## src/rtl/adaptive_ctrl_pkg.sv

```systemverilog
// Shared types and the mode-selection rule for the adaptive control unit's issue stage.
package adaptive_ctrl_pkg;

  localparam int OPCODE_W = 3;

  typedef enum logic {
    MODE_LOW_POWER = 1'b0,
    MODE_HIGH_PERF = 1'b1
  } mode_e;

  typedef enum logic [1:0] {
    RUN    = 2'd0,
    DRAIN  = 2'd1,
    SWITCH = 2'd2
  } issue_state_e;

  // Requested mode wins when auto is off. Otherwise backlog forces HighPerf
  // before a long idle period is allowed to drop back to LowPower.
  function automatic mode_e select_target(
    input logic  auto_en,
    input logic  mode_req,
    input logic  half_full,
    input logic  idle_expired,
    input mode_e cur_mode
  );
    mode_e tgt;
    if (!auto_en) begin
      tgt = mode_e'(mode_req);
    end else if (half_full) begin
      tgt = MODE_HIGH_PERF;
    end else if (idle_expired) begin
      tgt = MODE_LOW_POWER;
    end else begin
      tgt = cur_mode;
    end
    return tgt;
  endfunction

endpackage

```

## src/rtl/issue_fifo.sv

```systemverilog
// Synchronous FIFO holding pending instructions; head is readable combinationally
// so the sequencer can register it into its opcode output on the pop edge.
module issue_fifo #(
  parameter int DEPTH = 4,
  parameter int WIDTH = 3
) (
  input  logic                         clk,
  input  logic                         rst_n,
  input  logic                         push,
  input  logic [WIDTH-1:0]             wdata,
  input  logic                         pop,
  output logic [WIDTH-1:0]             rdata,
  output logic [$clog2(DEPTH+1)-1:0]   count,
  output logic                         full,
  output logic                         empty
);

  localparam int AW = (DEPTH > 1) ? $clog2(DEPTH) : 1;
  localparam int CW = $clog2(DEPTH + 1);

  logic [WIDTH-1:0] mem [DEPTH];
  logic [AW-1:0]    wr_ptr_q, wr_ptr_d;
  logic [AW-1:0]    rd_ptr_q, rd_ptr_d;
  logic [CW-1:0]    count_q, count_d;
  logic             push_ok;
  logic             pop_ok;

  // Full is judged on the registered count, so a same-cycle pop never frees the slot.
  assign full    = (count_q == CW'(DEPTH));
  assign empty   = (count_q == '0);
  assign push_ok = push && !full;
  assign pop_ok  = pop && !empty;
  assign rdata   = mem[rd_ptr_q];
  assign count   = count_q;

  always_comb begin
    wr_ptr_d = wr_ptr_q;
    rd_ptr_d = rd_ptr_q;
    count_d  = count_q;
    if (push_ok) begin
      wr_ptr_d = wr_ptr_q + AW'(1);
    end
    if (pop_ok) begin
      rd_ptr_d = rd_ptr_q + AW'(1);
    end
    case ({push_ok, pop_ok})
      2'b10:   count_d = count_q + CW'(1);
      2'b01:   count_d = count_q - CW'(1);
      default: count_d = count_q;
    endcase
  end

  always_ff @(posedge clk or negedge rst_n) begin
    if (!rst_n) begin
      wr_ptr_q <= '0;
      rd_ptr_q <= '0;
      count_q  <= '0;
    end else begin
      wr_ptr_q <= wr_ptr_d;
      rd_ptr_q <= rd_ptr_d;
      count_q  <= count_d;
    end
  end

  always_ff @(posedge clk) begin
    if (push_ok) begin
      mem[wr_ptr_q] <= wdata;
    end
  end

endmodule

```

## src/rtl/instr_issue_sequencer.sv

```systemverilog
// Buffers producer instructions and issues one per cycle, quiescing the stream
// (DRAIN then SWITCH) before any LowPower/HighPerf mode change takes effect.
module instr_issue_sequencer
  import adaptive_ctrl_pkg::*;
#(
  parameter int DEPTH        = 4,
  parameter int DRAIN_CYCLES = 2,
  parameter int IDLE_LIMIT   = 16
) (
  input  logic                         clk,
  input  logic                         rst_n,
  input  logic [OPCODE_W-1:0]          in_opcode,
  input  logic                         in_valid,
  output logic                         in_ready,
  input  logic                         mode_req,
  input  logic                         auto_en,
  output logic [OPCODE_W-1:0]          opcode,
  output logic                         valid,
  output logic                         mode,
  output logic                         stall,
  output logic [$clog2(DEPTH+1)-1:0]   fifo_count
);

  localparam int CW = $clog2(DEPTH + 1);
  localparam int IW = $clog2(IDLE_LIMIT + 1);
  localparam int DW = (DRAIN_CYCLES > 1) ? $clog2(DRAIN_CYCLES) : 1;

  issue_state_e        state_q, state_d;
  mode_e               mode_q, mode_d;
  mode_e               tgt_q, tgt_d;
  mode_e               target;
  logic                valid_q, valid_d;
  logic [OPCODE_W-1:0] opcode_q, opcode_d;
  logic [IW-1:0]       idle_cnt_q, idle_cnt_d;
  logic [DW-1:0]       drain_cnt_q, drain_cnt_d;

  logic                push;
  logic                pop;
  logic [OPCODE_W-1:0] fifo_rdata;
  logic [CW-1:0]       fifo_cnt;
  logic                fifo_full;
  logic                fifo_empty;
  logic                drain_done;

  issue_fifo #(
    .DEPTH (DEPTH),
    .WIDTH (OPCODE_W)
  ) u_fifo (
    .clk   (clk),
    .rst_n (rst_n),
    .push  (push),
    .wdata (in_opcode),
    .pop   (pop),
    .rdata (fifo_rdata),
    .count (fifo_cnt),
    .full  (fifo_full),
    .empty (fifo_empty)
  );

  assign in_ready   = !fifo_full;
  assign push       = in_valid && in_ready;
  assign fifo_count = fifo_cnt;
  assign drain_done = (drain_cnt_q == DW'(DRAIN_CYCLES - 1));

  assign target = select_target(auto_en, mode_req,
                                fifo_cnt >= CW'(DEPTH / 2),
                                idle_cnt_q == IW'(IDLE_LIMIT),
                                mode_q);

  always_ff @(posedge clk or negedge rst_n) begin
    if (!rst_n) begin
      state_q     <= RUN;
      mode_q      <= MODE_LOW_POWER;
      tgt_q       <= MODE_LOW_POWER;
      valid_q     <= 1'b0;
      opcode_q    <= '0;
      idle_cnt_q  <= '0;
      drain_cnt_q <= '0;
    end else begin
      state_q     <= state_d;
      mode_q      <= mode_d;
      tgt_q       <= tgt_d;
      valid_q     <= valid_d;
      opcode_q    <= opcode_d;
      idle_cnt_q  <= idle_cnt_d;
      drain_cnt_q <= drain_cnt_d;
    end
  end

  always_comb begin
    state_d = state_q;
    case (state_q)
      RUN:     if (target != mode_q) state_d = DRAIN;
      DRAIN:   if (drain_done) state_d = SWITCH;
      SWITCH:  state_d = RUN;
      default: state_d = RUN;
    endcase
  end

  always_comb begin
    valid_d     = 1'b0;
    opcode_d    = opcode_q;
    pop         = 1'b0;
    tgt_d       = tgt_q;
    mode_d      = mode_q;
    drain_cnt_d = drain_cnt_q;
    idle_cnt_d  = idle_cnt_q;
    stall       = (state_q != RUN);

    case (state_q)
      RUN: begin
        // A pending mode change blocks issue even with work queued.
        if (target != mode_q) begin
          tgt_d       = target;
          drain_cnt_d = '0;
        end else if (!fifo_empty) begin
          pop      = 1'b1;
          opcode_d = fifo_rdata;
          valid_d  = 1'b1;
        end
      end
      DRAIN: begin
        if (!drain_done) begin
          drain_cnt_d = drain_cnt_q + DW'(1);
        end
      end
      SWITCH: begin
        mode_d = tgt_q;
      end
      default: begin
        mode_d = mode_q;
      end
    endcase

    if (push) begin
      idle_cnt_d = '0;
    end else if (state_q == RUN && fifo_empty && !in_valid &&
                 idle_cnt_q != IW'(IDLE_LIMIT)) begin
      idle_cnt_d = idle_cnt_q + IW'(1);
    end
  end

  assign valid  = valid_q;
  assign opcode = opcode_q;
  assign mode   = mode_q;

endmodule
```

## config.mk

```make
export PLATFORM = sky130hd
export DESIGN_NAME = instr_issue_sequencer
export DESIGN_NICKNAME = d
export VERILOG_FILES = /design/src/rtl/adaptive_ctrl_pkg.sv /design/src/rtl/issue_fifo.sv /design/src/rtl/instr_issue_sequencer.sv
export SDC_FILE = /design/constraint.sdc
export NUM_CORES = 1
export LEC_CHECK = 0
export ABC_AREA = 0
export CORE_ASPECT_RATIO = 1.4
export CORE_MARGIN = 2
export CORE_UTILIZATION = 54
export CTS_CLUSTER_DIAMETER = 200
export DETAILED_ROUTE_END_ITERATION = 8
export PLACE_DENSITY_LB_ADDON = 0.08
export REMOVE_ABC_BUFFERS = 1
export SLEW_MARGIN = 25
export SYNTH_ARGS = -nofsm -noshare
export SYNTH_HDL_FRONTEND = slang
export SYNTH_HIERARCHICAL = 1
export SYNTH_SLANG_ARGS = --single-unit
```

## constraint.sdc

```tcl
create_clock -name clk -period 3.29 [get_ports clk]
set_input_delay 0.329 -clock clk [delete_from_list [all_inputs] [get_ports clk]]
set_output_delay 0.329 -clock clk [all_outputs]
set_load 0.005 [all_outputs]
```

==> results of run 1 <==
==> registers in the layout, indices dropped and copies added, names as in the netlist <==
| signal | flops |
|---|---|
| u_fifo/rd_ptr_q | 2 |
| u_fifo/wr_ptr_q | 2 |
| idle_cnt_q | 5 |
| tgt_q | 1 |
| u_fifo/mem | 12 |
| valid | 1 |
| u_fifo/count | 3 |
| drain_cnt_q | 1 |
| mode | 1 |
| state_q | 2 |
| opcode | 3 |
==> layer usage <==
layer | wire [um] | track usage, % | part of all wire [%]
met1 | 1070 | 21.1 | 41
met2 | 1370 | 33.8 | 52
met3 | 113 | 5.53 | 4.3
met4 | 62 | 9.38 | 2.4
met5 | 0 | 0 | 0
==> area by class of cell <==
type / instances / share of cell area, %
clock buffer: 5 / 3.64
sequential: 33 / 46.9
clock inverter: 3 / 2.18
multi-input combinational: 70 / 33.0
timing repair buffer: 19 / 9.53
tap: 37 / 2.45
inverter: 12 / 2.38
==> kinds of logic (layout without fill, tap and decap cells) <==
group	Yosys count	in the layout	share of synthesized area (%)
flip-flops	33	33	56.7
AND/OR/NAND/NOR	30	30	11.9
buffers and inverters	14	39	3.37
AO/OA/AOI/OAI	13	13	6.81
XOR/XNOR	10	10	5.61
multiplexers	9	9	8.73
adder cells (fa/ha/maj)	8	8	6.89
==> where the power goes <==
group          internal, uW  switching [uW]
Sequential              570             132
Combinational           408             281
Clock                   223             146
==> cells in the final DEF (no fill, tap or decap), types with 2 or more instances in the layout <==
cell type / instances
a21o_1: 2
nand4_1: 2
inv_1: 12
nor3_1: 4
a21oi_1: 3
mux2i_1: 2
ha_1: 7
nand2_1: 3
nand3_1: 2
mux4_2: 3
nor2_1: 7
edfxtp_1: 12
clkdlybuf4s50_1: 16
o21ai_0: 3
xnor2_1: 4
dfrtp_1: 21
xor2_1: 6
mux2_2: 3
clkbuf_8: 5
buf_4: 2
and3_2: 4
==> worst min-delay path by stage <==
stage                          from     endpoint
final                         rst_n         mode
after global routing          rst_n         mode
after CTS                 opcode[2]    opcode[2]
after detailed placement  opcode[2]    opcode[2]
after global placement    opcode[2]    opcode[2]
after floorplan               rst_n  drain_cnt_q
==> stage by stage <==
stage	cell area, um2	std cells
finish	1890	179
floorplan	1550	115
global placement	1790	171
CTS	1900	179
detailed placement	1790	171
global route	1890	179
==> flow_metrics.env, run 1 <==
export IMPL_status="finished, violations left"
export IMPL_violations="negative hold slack"
export IMPL_holdBufCountCts=0
export IMPL_path_delay_family="compound AO/OA/AOI/OAI gates"
export IMPL_synth_top_area_cell="dfrtp_1"
export IMPL_drive_above_1_share_pct=19.7
export IMPL_fin_util_pct=67.0
export IMPL_hold_class="primary input to asynchronous set/reset pin"
export IMPL_crit_slowest_cell="dfrtp_1"
export IMPL_grt_pass1_wl_mm=4.59
export IMPL_postRouteAntennaNets=0
export IMPL_period_share_pct=83.0
export IMPL_cts_buffers=5
export IMPL_drtPass1Iterations=4
export IMPL_synth_area_um2=1560
export IMPL_grt_max_degree=22
export IMPL_synth_seq_cells=33
export IMPL_max_freq_ghz=0.366
export IMPL_worstPathCellList="inv_1, ha_1, nor4bb_1, a21o_1, a2111oi_4, o31a_2, ha_1, inv_1, fa_1, xor2_1, nor2_1, xor2_1"
export IMPL_viasPerCell=5.26
export IMPL_area_delta_synth_final_pct=21.1
export IMPL_cp_num_buf_inv=2
export IMPL_cp_num_cells=12
export IMPL_worstSetupStartpointType="register"
export IMPL_slew_limit_headroom_pct=41.2
export IMPL_critPathMaxStageDelay_ns=0.38
export IMPL_register_area_um2=886
export IMPL_core_rowCount=23
export IMPL_power_density_nw_per_um2=931
export IMPL_tightest_slew_ns=0.870
export IMPL_finalWirelength_mm=2.62
export IMPL_path_class="register to register"
export IMPL_end_kind="register"
export IMPL_cp_required_ns=3.50
export IMPL_whs_ns=-0.0116
export IMPL_overflow=0
export IMPL_ys_seq_area_share_pct=56.7
export IMPL_r2r_setup_slack_ns=0.56
export IMPL_cts_root_buf="clkbuf_8"
export IMPL_grt_total_usage_pct=19.1
export IMPL_grt_pass1_vias=1021
export IMPL_yosysMostFrequentCell="dfrtp_1"
export IMPL_reg2reg_from="idle_cnt_q[0]"
export IMPL_timing_setup_tns_ns=0
export IMPL_finClkSkew_ns=0.00440
export IMPL_cts_clk_slew_worst_paths_ns=0.07
export IMPL_rsz0062_at_grt="no"
export IMPL_io_pins=18
export IMPL_vias=941
export IMPL_synthArstFlopShare_pct=63.6
export IMPL_io_buffers=17
export IMPL_synthDominantCellAreaShare_pct=33.7
export IMPL_cts_tree="yes"
export IMPL_r2r_cells=12
export IMPL_ir_drop_uv=532
export IMPL_total_power_uw=1760
export IMPL_multi_input_area_um2=623
export IMPL_synth_common_cells="dfrtp_1, edfxtp_1, inv_1"
export IMPL_first_iter_violations=14
export IMPL_final_setup_worst_slack_ns=0.560
export IMPL_critPathLaunch="idle_cnt_q[0]"
export IMPL_period_needed_ns=2.73
export IMPL_ys_types=34
export IMPL_path_max_fanout=3
export IMPL_post_drt_wl_per_cell_um=14.7
export IMPL_clk_latency_ns=0.29
export IMPL_drc=0
export IMPL_setup_viol=0
export IMPL_die_y_um=67.6
export IMPL_die_w_um=49.4
export IMPL_maxCapViolations=0
export IMPL_place_hpwl_mm=2.00
export IMPL_hold_viol=16
export IMPL_cts_resized=0
export IMPL_maxSlewViolCount=0
export IMPL_syn_area_per_cell_um2=13.3
export IMPL_cp_endpoint="u_fifo/count[2]"
export IMPL_synth_edff_count=12
export IMPL_yosysWarnings=6
export IMPL_nets=157
export IMPL_p_leak_uw=0.000794
export IMPL_coreArea_um2=2820
export IMPL_post_cts_buffers=0
export IMPL_synth_area_top_cells="dfrtp_1, edfxtp_1, ha_1"
export IMPL_cp_arrival_ns=2.94
export IMPL_gp_congestion=0.747
export IMPL_pre_cts_ws_ns=0.408
export IMPL_antenna_found_initial=0
export IMPL_synth_cells=117
export IMPL_htreeDepth=2
export IMPL_initial_core_util_pct=55.4
export IMPL_clock_sinks=33
export IMPL_ys_flop_type="dfrtp_1"
export IMPL_antenna_cells=0
export IMPL_clock_path_buffers=2
export IMPL_fillers=235
export IMPL_die_area_um2=3340
export IMPL_regToRegEndpoint="u_fifo/count[2]"
Note: power is estimated with default switching activity, not from simulation.
==> run 2, diff against run 1 <==
CORE_UTILIZATION = 49   (was 54)
clock period = 2.19 ns   (was 3.29 ns; I/O delays follow)
==> run 2 against run 1 <==
- the run ends with negative setup slack left
- total power grew 72%
- global-route usage up 1.7 points
- via count is 15% higher
- worst hold slack improved by 0.29 ns
- clock-buffer cell count unchanged
- fmax is 8.2% higher
- clock skew is 0.0026 ns higher
- largest cell class unchanged
- highest routed layer unchanged
==> flow_metrics.env, run 2 (synthesized netlist as in run 1, its figures left out) <==
export IMPL_seqPwrFrac_pct=32.7
export IMPL_largest_register_ff_count=12
export IMPL_clock_sinks=33
export IMPL_setup_viol=2
export IMPL_path_class="register to register"
export IMPL_nets=184
export IMPL_grt_pass1_wl_mm=5.48
export IMPL_period_share_pct=115
export IMPL_tightest_slew_ns=0.449
export IMPL_maxSlewViolCount=0
export IMPL_status="finished, violations left"
export IMPL_overflow=0
export IMPL_layout_commonest_cell="buf_4"
export IMPL_initial_core_util_pct=50.5
export IMPL_fin_util_pct=69.5
export IMPL_p_leak_uw=0.000937
export IMPL_top_register="u_fifo/mem"
export IMPL_p_comb_share_pct=48.5
export IMPL_drive_above_1_share_pct=36.1
export IMPL_r2r_cells=12
export IMPL_max_freq_ghz=0.396
export IMPL_clockPowerShare_pct=18.8
export IMPL_r2r_setup_slack_ns=-0.33
export IMPL_ir_drop_uv=905
export IMPL_slew_limit_headroom_pct=69.8
export IMPL_cts_root_buf="clkbuf_8"
export IMPL_hold_viol=0
export IMPL_cts_buffers=5
export IMPL_clock_path_buffers=2
export IMPL_die_area_um2=3660
export IMPL_maxCapViolations=0
export IMPL_viasPerCell=5.21
export IMPL_cts_clk_slew_worst_paths_ns=0.07
export IMPL_final_setup_worst_slack_ns=-0.333
export IMPL_io_pins=18
export IMPL_hold_class="primary input to asynchronous set/reset pin"
export IMPL_place_hpwl_mm=2.26
export IMPL_vias=1083
export IMPL_netSwitchingFraction_pct=32.1
export IMPL_core_rowCount=24
export IMPL_worstSetupStartpointType="register"
export IMPL_p_sw_uw=973
export IMPL_reg_top3="u_fifo/mem x12, idle_cnt_q x5"
export IMPL_postLayoutCellArea_um2=2150
export IMPL_period_needed_ns=2.52
export IMPL_postRouteAntennaNets=0
export IMPL_die_w_um=51.7
export IMPL_holdBufCountCts=0
export IMPL_power_density_nw_per_um2=1410
export IMPL_clk_latency_ns=0.29
export IMPL_grt_pass1_vias=1173
export IMPL_io_buffers=17
export IMPL_regToRegEndpoint="u_fifo/count[2]"
export IMPL_path_max_fanout=2
export IMPL_violations="negative setup slack"
export IMPL_htreeDepth=2
export IMPL_finalWirelength_mm=3.12
export IMPL_post_drt_wl_per_cell_um=15.0
export IMPL_end_kind="register"
export IMPL_antenna_found_initial=0
export IMPL_die_y_um=70.8
export IMPL_rsz0062_at_grt="yes"
export IMPL_coreArea_um2=3090
export IMPL_area_delta_synth_final_pct=37.6
export IMPL_cp_required_ns=2.41
export IMPL_grt_total_usage_pct=20.7
export IMPL_cts_tree="yes"
export IMPL_cp_arrival_ns=2.74
export IMPL_drc=0
export IMPL_gp_congestion=0.733
export IMPL_layout_common_cells="buf_4, dfrtp_1, clkdlybuf4s50_1"
export IMPL_dpl_instance_area_um2=1950
export IMPL_critPathLaunch="idle_cnt_q[0]"
export IMPL_p_int_uw=2060
export IMPL_antenna_cells=0
export IMPL_grt_max_degree=22
export IMPL_finClkSkew_ns=0.00703
export IMPL_drtPass1Iterations=4
export IMPL_first_iter_violations=26
export IMPL_reg2reg_from="idle_cnt_q[0]"
## run 2: changes by cell type in the layout (fill, tap and decap cells not counted), sizes merged
| cell | previous run | this run |
|---|---|---|
| buf | 3 | 29 |
| clkdlybuf4s50 | 16 | 17 |
## run 2: worst max path at each step
stage                     slack [ns]               to  depth (start not counted)
after CTS                      -0.25  u_fifo/count[2]                         12
after detailed placement       -0.53  u_fifo/count[2]                         11
after floorplan                -0.45  u_fifo/count[2]                         12
after global placement         -0.42  u_fifo/count[2]                         11
after global routing           -0.47  u_fifo/count[2]                         12
final                          -0.33  u_fifo/count[2]                         12
## run 2: critical path, stage by stage, from the launching register on
cell	delay, ns
dfrtp_1	0.36
inv_2	0.06
ha_4	0.15
nor4bb_4	0.15
a21o_1	0.21
a2111oi_4	0.32
o31a_2	0.24
ha_4	0.14
inv_2	0.04
fa_2	0.33
xor2_1	0.16
nor2_1	0.12
xor2_1	0.16
## run 2: timing repair
action                     in CTS  in global routing
setup endpoints to repair       2                  2
setup buffers                   5                  1
pin swaps                       2                  0
gates resized for setup         9                  0
## run 2: metal layers
metal	share of wire, %	global-route usage [%]
met1	35	21.3
met2	59	38.7
met3	3.0	4.85
met4	2.6	8.77
met5	0	0
## run 2: per-stage QoR
step           hold slack (ns)  std cells  setup TNS, ns  worst slack (ns)  power [uW]
2_1_floorplan          -0.0766        115         -0.722            -0.451        1720
6_report                 0.276        208         -0.551            -0.333        3030
3_5_place_dp             0.500        194         -0.883            -0.531        2330
3_3_place_gp             0.489        194         -0.663            -0.417        2260
4_1_cts                  0.276        207         -0.407            -0.254        3020
5_1_grt                  0.299        208         -0.772            -0.475        3250
## run 2: layout make-up
cell class	instances	area, um2
fill	226	945
timing repair buffer	46	388
tap	39	48.8
inverter	12	45.0
multi-input combinational	70	666
sequential	33	886
clock inverter	3	46.3
clock buffer	5	68.8
## run 2: power by group through the flow
stage          clock network (uW)  logic [uW]  registers [uW]
4_1_cts                       587        1440             996
6_report                      569        1470             991
3_3_place_gp                    0        1260             997
5_1_grt                       613        1610            1020
3_5_place_dp                    0        1320            1000
2_1_floorplan                   0         688            1030
==> run 3, diff against run 2 <==
CELL_PAD_IN_SITES_DETAIL_PLACEMENT = 0   (was default)
CELL_PAD_IN_SITES_GLOBAL_PLACEMENT = 1   (was default)
CORE_UTILIZATION = 40   (was 49)
RECOVER_POWER = 50   (was default)
==> run 3 against run 2 <==
- the flow still finishes with violations (negative setup slack)
- critical path depth stayed put
- clock power is 12% lower
- setup slack better by 0.066 ns
- fmax is 2.7% higher
- via count is 2.7% lower
- global-route usage is 5.2 points lower
- clock skew is 0.0016 ns lower
- register-to-register slack better by 0.07 ns
- utilization is 12 points lower
- sequential share of layout area hardly changed
==> flow_metrics.env, run 3 (synthesized netlist as in run 1, its figures left out) <==
export IMPL_period_needed_ns=2.46
export IMPL_critPathMaxStageDelay_ns=0.37
export IMPL_io_pins=18
export IMPL_htreeDepth=2
export IMPL_die_area_um2=4430
export IMPL_layout_commonest_cell="buf_4"
export IMPL_final_setup_worst_slack_ns=-0.268
export IMPL_path_max_fanout=2
export IMPL_r2r_setup_slack_ns=-0.27
export IMPL_hold_class="register to register"
export IMPL_cts_root_buf="clkbuf_8"
export IMPL_holdPathStages=1
export IMPL_drc=0
export IMPL_initial_core_util_pct=42.1
export IMPL_tightest_slew_ns=1.20
export IMPL_antenna_found_initial=0
export IMPL_pre_cts_ws_ns=-0.461
export IMPL_grt_pass1_wl_mm=5.13
export IMPL_clock_sinks=33
export IMPL_place_hpwl_mm=2.20
export IMPL_top_register="u_fifo/mem"
export IMPL_cp_arrival_ns=2.66
export IMPL_area_delta_synth_final_pct=37.5
export IMPL_end_kind="register"
export IMPL_clock_path_buffers=2
export IMPL_dpl_instance_area_um2=1950
export IMPL_worstSetupStartpointType="register"
export IMPL_cp_num_buf_inv=2
export IMPL_cts_buffers=5
export IMPL_finClkSkew_ns=0.00542
export IMPL_finalWirelength_mm=2.95
export IMPL_rsz0062_at_grt="yes"
export IMPL_reg2reg_from="idle_cnt_q[1]"
export IMPL_worstPathCellList="inv_2, ha_4, nor4bb_4, a21o_1, a2111oi_4, o31a_2, ha_4, inv_2, fa_2, xor2_1, nor2_1, xor2_1"
export IMPL_dp_cells=197
export IMPL_grt_pass1_vias=1099
export IMPL_worstHoldStart="opcode[2]"
export IMPL_overflow=0
export IMPL_die_y_um=77.9
export IMPL_postLayoutCellArea_um2=2150
export IMPL_post_drt_wl_per_cell_um=13.9
export IMPL_coreArea_um2=3710
export IMPL_maxCapViolations=0
export IMPL_cp_required_ns=2.39
export IMPL_slew_limit_headroom_pct=20.1
export IMPL_period_share_pct=112
export IMPL_viasPerCell=4.95
export IMPL_hold_end="opcode[2]"
export IMPL_power_density_nw_per_um2=1350
export IMPL_total_power_uw=2900
export IMPL_drtPass1Iterations=3
export IMPL_core_rowCount=26
export IMPL_final_cells=213
export IMPL_antenna_cells=0
export IMPL_reg_top3="u_fifo/mem x12, idle_cnt_q x5"
export IMPL_path_delay_family="compound AO/OA/AOI/OAI gates"
export IMPL_holdBufCountCts=0
export IMPL_ir_drop_uv=751
export IMPL_setup_viol=2
export IMPL_p_leak_uw=0.000943
export IMPL_critPathLaunch="idle_cnt_q[1]"
export IMPL_drive_above_1_share_pct=35.7
export IMPL_vias=1054
export IMPL_die_w_um=56.8
export IMPL_cts_tree="yes"
export IMPL_gp_congestion=0.732
export IMPL_status="finished, violations left"
export IMPL_max_freq_ghz=0.407
export IMPL_timing_setup_tns_ns=-0.393
export IMPL_regToRegEndpoint="u_fifo/count[2]"
export IMPL_clk_latency_ns=0.28
export IMPL_r2r_cells=12
export IMPL_grt_max_degree=22
export IMPL_path_class="register to register"
export IMPL_hold_viol=0
export IMPL_postRouteAntennaNets=0
export IMPL_cts_clk_slew_worst_paths_ns=0.07
export IMPL_violations="negative setup slack"
export IMPL_largest_register_ff_count=12
export IMPL_nets=186
export IMPL_maxSlewViolCount=0
export IMPL_first_iter_violations=13
export IMPL_layout_common_cells="buf_4, dfrtp_1, clkdlybuf4s50_1, edfxtp_1, inv_1"
export IMPL_grt_total_usage_pct=15.5
export IMPL_io_buffers=17
export IMPL_crit_slowest_cell="dfrtp_1"
[run 3: cell types whose count changed in the layout (fill, tap and decap cells not counted), sizes merged]
cell	delta
bufinv	-1
clkbuf	+4
clkdlybuf4s50	-5
clkinvlp	-1
dlygate4sd3	+5
[run 3: routing by layer]
metal	vias to the layer above	share of wire [%]	GRT usage [%]
met1	514	40	18.3
met4	0	3.1	8.14
met5	-	0	0
li1	514	-	-
met3	8	3.5	3.83
met2	18	53	25.9
[run 3: worst max path at each step]
stage                      end  slack [ns]  depth (start not counted)
3_3_place_gp   u_fifo/count[2]       -0.43                         11
2_1_floorplan  u_fifo/count[2]       -0.45                         12
5_1_grt        u_fifo/count[2]       -0.44                         12
4_1_cts        u_fifo/count[2]       -0.24                         12
3_5_place_dp   u_fifo/count[2]       -0.46                         11
6_report       u_fifo/count[2]       -0.27                         12
[run 3: repair_timing]
action,4_1_cts,5_1_grt
gates resized for setup,9,1
pin swaps,4,2
buffers inserted,5,3
setup endpoints to repair,2,2
[run 3: per-stage QoR]
stage,hold WS (ns),util (%)
4_1_cts,0.293,57.5
6_report,0.522,57.9
2_1_floorplan,-0.0766,-
3_5_place_dp,0.503,52.6
3_3_place_gp,0.493,52.6
5_1_grt,0.538,57.9
[run 3: report_power, final]
part           switching (uW)  total [uW]  internal (uW)
sequential                145        1000            856
clock                     210         501            291
combinational             561        1400            838
[run 3: layout make-up]
cell class                      count  area, um2
Fill cell                         332       1560
Sequential cell                    33        886
Multi-Input combinational cell     70        666
Clock inverter                      1       5.00
Clock buffer                        7       97.6
Tap cell                           42       52.6
Timing Repair Buffer               48        395
Inverter                           12       45.0
